## src/rtl/uart_frame_scheduler_pkg.sv

```systemverilog
// Shared UART link frame definitions: opcodes, sync pattern, snapshot layout and byte builder.
// The receiving decoder imports this same package so both ends agree on the wire format.
package uart_frame_scheduler_pkg;

    localparam int unsigned FRAME_BYTES  = 8;
    localparam logic [4:0]  SYNC_PATTERN = 5'b10101;

    typedef enum logic [2:0] {
        OP_SYNC      = 3'd0,
        OP_KEEPER_LO = 3'd1,
        OP_KEEPER_HI = 3'd2,
        OP_X_LO      = 3'd3,
        OP_X_HI      = 3'd4,
        OP_Y_LO      = 3'd5,
        OP_Y_HI      = 3'd6,
        OP_STATUS    = 3'd7
    } opcode_e;

    typedef struct packed {
        logic [9:0] keeper;
        logic [9:0] x;
        logic [9:0] y;
        logic [2:0] score;
        logic       shot;
    } snapshot_t;

    // Low half always precedes high half: the receiver latches the full word on the high byte.
    function automatic logic [7:0] frame_byte(input snapshot_t s, input opcode_e op);
        logic [4:0] payload;
        case (op)
            OP_SYNC:      payload = SYNC_PATTERN;
            OP_KEEPER_LO: payload = s.keeper[4:0];
            OP_KEEPER_HI: payload = s.keeper[9:5];
            OP_X_LO:      payload = s.x[4:0];
            OP_X_HI:      payload = s.x[9:5];
            OP_Y_LO:      payload = s.y[4:0];
            OP_Y_HI:      payload = s.y[9:5];
            default:      payload = {1'b0, s.shot, s.score};
        endcase
        return {payload, op};
    endfunction

endpackage

```

## src/rtl/uart_frame_scheduler_if.sv

```systemverilog
// Write port between the frame scheduler and the UART TX FIFO.
interface uart_frame_scheduler_if;
    logic [7:0] tx_data;
    logic       tx_wr;
    logic       tx_full;

    modport master (output tx_data, output tx_wr, input tx_full);
    modport slave  (input tx_data, input tx_wr, output tx_full);
endinterface

```

## src/rtl/uart_frame_scheduler_timer.sv

```systemverilog
// Frame period timer: counts 0..PERIOD-1 while enabled and pulses tick on the last count.
// Held at zero while disabled so re-enabling always restarts a full period.
module frame_period_timer #(
    parameter int unsigned PERIOD = 650_000
) (
    input  logic clk,
    input  logic rst,
    input  logic enable_i,
    output logic tick_o
);
    localparam int unsigned  W    = (PERIOD > 1) ? $clog2(PERIOD) : 1;
    localparam logic [W-1:0] LAST = W'(PERIOD - 1);

    logic [W-1:0] cnt_q, cnt_d;

    always_comb begin
        cnt_d = '0;
        if (enable_i && (cnt_q != LAST)) cnt_d = cnt_q + W'(1);
    end

    always_ff @(posedge clk or negedge rst) begin
        if (!rst) cnt_q <= '0;
        else      cnt_q <= cnt_d;
    end

    assign tick_o = enable_i && (cnt_q == LAST);

endmodule

```

## src/rtl/uart_frame_scheduler.sv

```systemverilog
// Transmit-side frame scheduler: snapshots local game state every period and writes it
// to the UART TX FIFO as one 8-byte frame of {payload[4:0], opcode[2:0]} bytes.
//
// state | meaning
// IDLE  | waiting for a period tick
// LOAD  | capture game state into the snapshot, issue sync byte if FIFO has room
// SEND  | issue remaining frame bytes from the snapshot, stalling while FIFO is full
module uart_frame_scheduler
    import uart_frame_scheduler_pkg::*;
#(
    parameter int unsigned FRAME_PERIOD = 650_000
) (
    input  logic                          clk,
    input  logic                          rst,
    input  logic                          enable_i,
    input  logic [9:0]                    keeper_pos_i,
    input  logic [9:0]                    x_shooter_i,
    input  logic [9:0]                    y_shooter_i,
    input  logic [2:0]                    my_score_i,
    input  logic                          is_shooted_i,
    uart_frame_scheduler_if.master        tx_if,
    output logic                          frame_done_o,
    output logic                          frame_overrun_o
);
    typedef enum logic [1:0] {IDLE, LOAD, SEND} state_e;

    localparam logic [2:0] LAST_IDX = 3'(FRAME_BYTES - 1);

    state_e     state_q, state_d;
    snapshot_t  snap_q, snap_d;
    logic [2:0] index_q, index_d;
    logic [7:0] tx_data_q, tx_data_d;
    logic       tx_wr_q, tx_wr_d;
    logic       frame_done_q, frame_done_d;
    logic       overrun_q, overrun_d;
    logic       tick;
    logic       frame_active;

    frame_period_timer #(.PERIOD(FRAME_PERIOD)) u_timer (
        .clk      (clk),
        .rst      (rst),
        .enable_i (enable_i),
        .tick_o   (tick)
    );

    // The cycle that carries the last byte still belongs to the frame for overrun purposes.
    assign frame_active = (state_q != IDLE) || frame_done_q;

    always_comb begin
        state_d      = state_q;
        snap_d       = snap_q;
        index_d      = index_q;
        tx_data_d    = tx_data_q;
        tx_wr_d      = 1'b0;
        frame_done_d = 1'b0;
        overrun_d    = overrun_q;

        if (tick && frame_active) overrun_d = 1'b1;

        case (state_q)
            IDLE: begin
                if (tick && !frame_active) state_d = LOAD;
            end
            LOAD: begin
                snap_d.keeper = keeper_pos_i;
                snap_d.x      = x_shooter_i;
                snap_d.y      = y_shooter_i;
                snap_d.score  = my_score_i;
                snap_d.shot   = is_shooted_i;
                index_d       = '0;
                state_d       = SEND;
                if (!tx_if.tx_full) begin
                    tx_wr_d   = 1'b1;
                    tx_data_d = frame_byte(snap_d, OP_SYNC);
                    index_d   = 3'd1;
                end
            end
            SEND: begin
                if (!tx_if.tx_full) begin
                    tx_wr_d   = 1'b1;
                    tx_data_d = frame_byte(snap_q, opcode_e'(index_q));
                    index_d   = index_q + 3'd1;
                    if (index_q == LAST_IDX) begin
                        frame_done_d = 1'b1;
                        state_d      = IDLE;
                    end
                end
            end
            default: state_d = IDLE;
        endcase
    end

    always_ff @(posedge clk or negedge rst) begin
        if (!rst) begin
            state_q      <= IDLE;
            snap_q       <= '0;
            index_q      <= '0;
            tx_data_q    <= '0;
            tx_wr_q      <= 1'b0;
            frame_done_q <= 1'b0;
            overrun_q    <= 1'b0;
        end else begin
            state_q      <= state_d;
            snap_q       <= snap_d;
            index_q      <= index_d;
            tx_data_q    <= tx_data_d;
            tx_wr_q      <= tx_wr_d;
            frame_done_q <= frame_done_d;
            overrun_q    <= overrun_d;
        end
    end

    assign tx_if.tx_data   = tx_data_q;
    assign tx_if.tx_wr     = tx_wr_q;
    assign frame_done_o    = frame_done_q;
    assign frame_overrun_o = overrun_q;

endmodule
```

## src/flat_wrapper.sv

```systemverilog
// flat-port wrapper written by rule: the top's interface ports become plain ports
module uart_frame_scheduler_flat import uart_frame_scheduler_pkg::*;
#(
    parameter int unsigned FRAME_PERIOD = 650_000
)
  (clk, rst, enable_i, keeper_pos_i, x_shooter_i, y_shooter_i, my_score_i, is_shooted_i, frame_done_o, frame_overrun_o, tx_if_tx_data, tx_if_tx_wr, tx_if_tx_full);
  uart_frame_scheduler_if tx_if_i ();
  input  logic clk;
  input  logic rst;
  input  logic enable_i;
  input  logic [9:0] keeper_pos_i;
  input  logic [9:0] x_shooter_i;
  input  logic [9:0] y_shooter_i;
  input  logic [2:0] my_score_i;
  input  logic is_shooted_i;
  output logic frame_done_o;
  output logic frame_overrun_o;
  output wire logic [$bits(tx_if_i.tx_data)-1:0] tx_if_tx_data;
  output wire logic [$bits(tx_if_i.tx_wr)-1:0] tx_if_tx_wr;
  input wire logic [$bits(tx_if_i.tx_full)-1:0] tx_if_tx_full;
  assign tx_if_tx_data = tx_if_i.tx_data;
  assign tx_if_tx_wr = tx_if_i.tx_wr;
  assign tx_if_i.tx_full = tx_if_tx_full;
  uart_frame_scheduler #(.FRAME_PERIOD(FRAME_PERIOD)) u_core (.clk(clk), .rst(rst), .enable_i(enable_i), .keeper_pos_i(keeper_pos_i), .x_shooter_i(x_shooter_i), .y_shooter_i(y_shooter_i), .my_score_i(my_score_i), .is_shooted_i(is_shooted_i), .tx_if(tx_if_i), .frame_done_o(frame_done_o), .frame_overrun_o(frame_overrun_o));
endmodule
```

## config.mk

```make
export PLATFORM = sky130hd
export DESIGN_NAME = uart_frame_scheduler_flat
export DESIGN_NICKNAME = d
export VERILOG_FILES = /design/src/rtl/uart_frame_scheduler_pkg.sv /design/src/rtl/uart_frame_scheduler_if.sv /design/src/rtl/uart_frame_scheduler_timer.sv /design/src/rtl/uart_frame_scheduler.sv /design/src/flat_wrapper.sv
export SDC_FILE = /design/constraint.sdc
export NUM_CORES = 1
export LEC_CHECK = 0
export BUFFER_PORTS_ARGS = -buffer_cell sky130_fd_sc_hd__buf_2
export CAP_MARGIN = 25
export CORE_ASPECT_RATIO = 2
export CORE_MARGIN = 8
export CORE_UTILIZATION = 48
export DETAILED_ROUTE_END_ITERATION = 8
export MAX_ROUTING_LAYER = met4
export PLACE_DENSITY = 0.71
export SYNTH_ARGS = -nofsm -noshare
export SYNTH_HDL_FRONTEND = slang
export SYNTH_HIERARCHICAL = 1
export SYNTH_SLANG_ARGS = --single-unit
```

## constraint.sdc

```tcl
create_clock -name clk -period 2.9 [get_ports clk]
set_input_delay 0.29 -clock clk [delete_from_list [all_inputs] [get_ports clk]]
set_output_delay 0.29 -clock clk [all_outputs]
set_load 0.005 [all_outputs]
```

; ---- Word-level counts from Yosys, hierarchy flattened
; Index checks and enable logic that the tools add are counted.
[totals]
ff_bits = 70
latchBits = 0
ramBits = 0
romBits = 0
input_bits = 38
out_inout_bits = 11
word_cells = 60
memories = 0
[classes]
addsub = 2
n_mul = 0
n_div = 0
magnitude_cmp = 0
n_eq_ne = 15
shift = 0
n_mux = 17
bitwise = 0
n_reduce_logical = 14
[op_table]
columns = operator, count
row1 = case mux 5 bit (7 select lines), 1
row2 = "adder 20 x 1 -> 20 bit, second input constant", 1
row3 = "== test 20 bit, second input constant", 1
row4 = 2-to-1 mux 20 bit, 1
row5 = "!= test 20 bit, second input constant", 1
row6 = 2-to-1 mux 8 bit, 2
row7 = case mux 8 bit (2 select lines), 1
row8 = "== test 3 bit, second input constant", 4
row9 = "== test 3 x 2 -> 1 bit, second input constant", 2
row10 = 2-to-1 mux 1 bit, 6
row11 = 2-to-1 mux 2 bit, 3
row12 = case mux 2 bit (3 select lines), 1
row13 = case mux 3 bit (2 select lines), 1
row14 = AND reduction 3 bit, 2
row15 = logical AND 1 bit, 4
row16 = "!= test 2 x 1 -> 1 bit, second input constant", 2
row17 = "!= test 2 bit, second input constant", 2
row18 = nonzero test 2 bit, 2
row19 = "adder 3 x 1 -> 3 bit, second input constant", 1
row20 = "== test 3 x 1 -> 1 bit, second input constant", 1
row21 = logical NOT 3 bit, 1
row22 = 2-to-1 mux 3 bit, 1
row23 = "== test 2 x 1 -> 1 bit, second input constant", 1
row24 = "== test 2 bit, second input constant", 1
row25 = other kinds (5), 5

; ---- Logic depth before layout (Yosys ltp)
[depth]
depth_word = 6
mapped_depth = 8

; ---- By module
; Netlist, hierarchy kept.
[by_module_without_submodules]
columns = module, instances, cells_each, area_each_um2, seq_area_each_um2
row1 = uart_frame_scheduler, 1, 181, 2319.7, 1251.2
row2 = frame_period_timer, 1, 104, 1023.5, 500.5

; ---- Least setup slack after synthesis
; No wires, ideal clock.
[synth_timing]
kind = register -> register
from = reg u_core.u_timer.cnt_q[12]
to = reg u_core.state_q[0]
setup_ps = 132
arrival_ps = 2159
path_slack_ps = 609
stages_incl_launch_ff = 8
path_buffers = 1
path_cell_list = dfrtp_1 > buf_6 > or4_1 > or4_4 > nor3_1 > nand2b_1 > a22oi_1 > o21ai_0
[synth_via]
elab_chain_len = 5
[synth_rtl]
columns = item, line_no
row1 = "start, declared", uart_frame_scheduler_timer.sv:14  ; logic [W-1:0] cnt_q, cnt_d;
row2 = "start signal, assigned", uart_frame_scheduler_timer.sv:23  ; else cnt_q <= cnt_d;
row3 = == test 20 bit, uart_frame_scheduler_timer.sv:26  ; assign tick_o = enable_i && (cnt_q == LAST);
row4 = logical AND 1 bit, uart_frame_scheduler_timer.sv:26
row5 = via u_core.tick, uart_frame_scheduler.sv:36  ; logic tick;
row6 = logical AND 1 bit, uart_frame_scheduler.sv:62  ; if (tick && !frame_active) state_d = LOAD;
row7 = != test 2 x 1 -> 1 bit (no source line), --
row8 = AND reduction 3 bit (no source line), --
row9 = "end signal, assigned", uart_frame_scheduler.sv:103  ; state_q <= state_d;
row10 = "end, declared", uart_frame_scheduler.sv:29  ; state_e state_q, state_d;
; The timed path passes the listed nets, and every way through them passes these cells.
; A chain may end at the register's enable or synchronous reset.

; ---- Worst setup path after layout
[layout_timing]
from = reg u_core.u_timer.cnt_q[6]
to = reg u_core.state_q[1]
; Same word-level chain as after synthesis.

==> impl_metrics.py <==
metrics = {
    "cts": {
        "ctsLongestPathBuffers": 2,
        "clkLatencyLatePin_ns": 0.33,
        "cts_tree": "yes",
        "htreeDepth": 3,
        "post_cts_resized": 0,
        "clockRootBuffer": "clkbuf_16",
        "clk_pin_slew_ns": 0.05,
        "cts_sinks": 70,
        "cts_buffers": 9,
    },
    "synthesis": {
        "synthesis.nets": 334,
        "syn_inst": 285,
        "synthFlopType": "dfrtp_1",
        "synth_area_leaders": "dfrtp_1, mux2_2, ha_1, xnor2_1, nor2_1",
        "yosysTopAreaCell": "dfrtp_1",
        "synth_edf_count": 0,
        "yosysTopAreaCellShare": 0.524,
        "synth.most_common_cell": "dfrtp_1",
        "syn_area_per_cell_um2": 11.7,
        "syn-cell-area_um2": 3340,
        "yosysUniqueCellTypes": 45,
        "ys_seq_area_frac": 0.524,
        "async_flop_share": 1.00,
        "yosys_warnings": 6,
        "yosys-top-cells-count": "dfrtp_1, mux2_2, nor2_1",
        "ys_ff_latch": 70,
    },
    "critical_path": {
        "critical_path_arrival_ns": 2.64,
        "path_buf_inv": 0,
        "crit_path_start_kind": "flip-flop",
        "cp-end-kind": "flip-flop",
        "worstPathMaxFanout": 4,
        "cpPeakStageDelay_ns": 0.67,
        "critPathKind": "reg2reg",
        "cp.required_ns": 3.10,
        "worst_path_dominant_cell_family": "simple AND/OR/NAND/NOR gates",
        "slowest_stage": "or4b_2",
        "path_cells": "or4b_2, or4_4, nor3_1, nand2b_1, a22oi_1, o21ai_0",
    },
    "detailed_routing": {
        "wl_met2_um": 3600,
        "drtIter0Drc": 157,
        "avgRoutedWirePerCell_um": 16.4,
        "first_pass_iters": 4,
        "viasPerCell": 5.48,
        "vias": 2372,
        "drc": 0,
        "wl_met1_um": 2990,
        "top_layer_used": "met4",
        "routed_wl_um": 7090,
        "wl_met3_um": 341,
        "ant_nets": 0,
    },
    "job": {
        "maxCapViolCount": 0,
    },
    "global_route": {
        "grt.overflow.total": 0,
        "grt_pass1_wl_um": 12100,
        "grt_pass1_vias": 2545,
        "grt_max_degree": 48,
        "grt_usage": 0.160,
        "antenna_found_initial": 0,
    },
    "power": {
        "power_leakage_nw": 1.90,
        "p_per_area_nw_per_um2": 539,
        "ir_worst_vdd_mv": 0.457,
    },
    "placement": {
        "place.gp.congestion": 0.824,
        "post-dp-hpwl_um": 4870,
        "io_buffer_count": 48,
    },
    "final_layout": {
        "final_core_util": 0.582,
        "syn2layout_area_growth_pct": 19.0,
        "nets": 387,
        "final-seq-area_um2": 1750,
        "layout-drive-gt1-share": 0.350,
        "n_antenna_cell": 0,
        "fill_cells": 595,
        "multi_input_area_um2": 1480,
    },
    "floorplan": {
        "rows": 43,
        "io_pins": 49,
        "initial_utilization": 0.489,
        "die_w_um": 75.0,
        "die_h_um": 134,
        "dieArea_um2": 10100,
        "core_um2": 6830,
    },
    "outcome": {
        "status": "finished clean",
    },
    "sta": {
        "slew_headroom": 0.645,
        "grt_setup_unrepaired": "no",
        "post-route-min-period_ns": 2.44,
        "clock_skew_ns": 0.00146,
        "finalSetupViolCount": 0,
        "fmax_ghz": 0.410,
        "slew_viol_final": 0,
        "setup_tns_ns": 0,
        "tightest_slew_ns": 0.532,
        "final_hold_viol_count": 0,
        "min_period_over_period": 0.841,
    },
    "min_path": {
        "min_path_type": "in2reg",
    },
}
==> final cells by class <==
cell class,count,area share
sequential,70,0.440
multi-input combinational,193,0.371
timing repair buffer,54,0.0755
clock buffer,12,0.0645
tap,90,0.0283
clock inverter,4,0.0113
inverter,10,0.00943
==> logic make-up (layout without fill, tap and decap cells) <==
kind of cell	Yosys count	in the layout	synth area share
compound gates	41	41	0.0846
fa+ha+maj	11	11	0.0412
buf+inv	22	80	0.0348
simple gates	84	84	0.135
mux	42	42	0.141
xor+xnor	15	15	0.0393
flops	70	70	0.524
==> flip-flops by register name, indices dropped and copies added, names as in the netlist <==
signal / cells
u_core/state_q: 2
u_core/index_q: 3
u_core/snap_q: 34
u_core/u_timer/cnt_q: 20
u_core/tx_if.tx_data: 8
u_core/frame_done_o: 1
u_core/frame_overrun_o: 1
u_core/tx_if.tx_wr: 1
==> power by group <==
part           internal [mW]  switching (mW)
Clock                  0.707           0.378
Combinational         0.0318          0.0385
Sequential             0.983         0.00501
==> worst paths after layout <==
kind,slack [ns],cells after the start,start,to
max in group asynchronous,1.88,4,rst,u_core/snap_q[20]
worst max register to register,0.46,6,u_core/u_timer/cnt_q[6],u_core/state_q[1]
min in group asynchronous,0.32,2,rst,u_core/u_timer/cnt_q[0]
worst max-delay path,0.46,6,u_core/u_timer/cnt_q[6],u_core/state_q[1]
worst min register to register,0.46,1,u_core/frame_overrun_o,u_core/frame_overrun_o
worst min-delay path,0.19,2,keeper_pos_i[9],u_core/snap_q[33]
==> metal layers <==
| layer | GRT usage | up-vias |
|---|---|---|
| li1 | - | 1116 |
| met1 | 0.191 | 1172 |
| met2 | 0.242 | 68 |
| met3 | 0.0404 | 16 |
| met4 | 0.0802 | 0 |
| met5 | - | - |
==> cell usage in the layout (no fill, tap or decap), types with 7 or more instances in the layout <==
master and n:
o21ai_0 13, inv_1 10, ha_1 11, buf_2 48, mux2_2 40, nand3_1 7
clkbuf_16 9, a21oi_1 7, nand2_1 17, xnor2_1 13, dfrtp_1 70, nor2_1 23
==> repair_timing <==
item | in CTS | in global routing
hold buffers | 0 | 1
hold endpoints to repair | 0 | 5
buffers inserted | 0 | 0
==> stage by stage <==
step | std cells | hold WS (ns) | power, mW | setup slack [ns] | cell area (um2)
global placement | 415 | 0.442 | 1.07 | 0.536 | 3650
CTS | 431 | 0.180 | 2.16 | 0.458 | 3950
detailed placement | 415 | 0.449 | 1.07 | 0.479 | 3650
global route | 433 | 0.184 | 2.22 | 0.286 | 3980
floorplan | 285 | -0.00559 | 1.02 | 0.609 | 3340
finish | 433 | 0.189 | 2.14 | 0.461 | 3980
(Power assumes the default switching activity.)
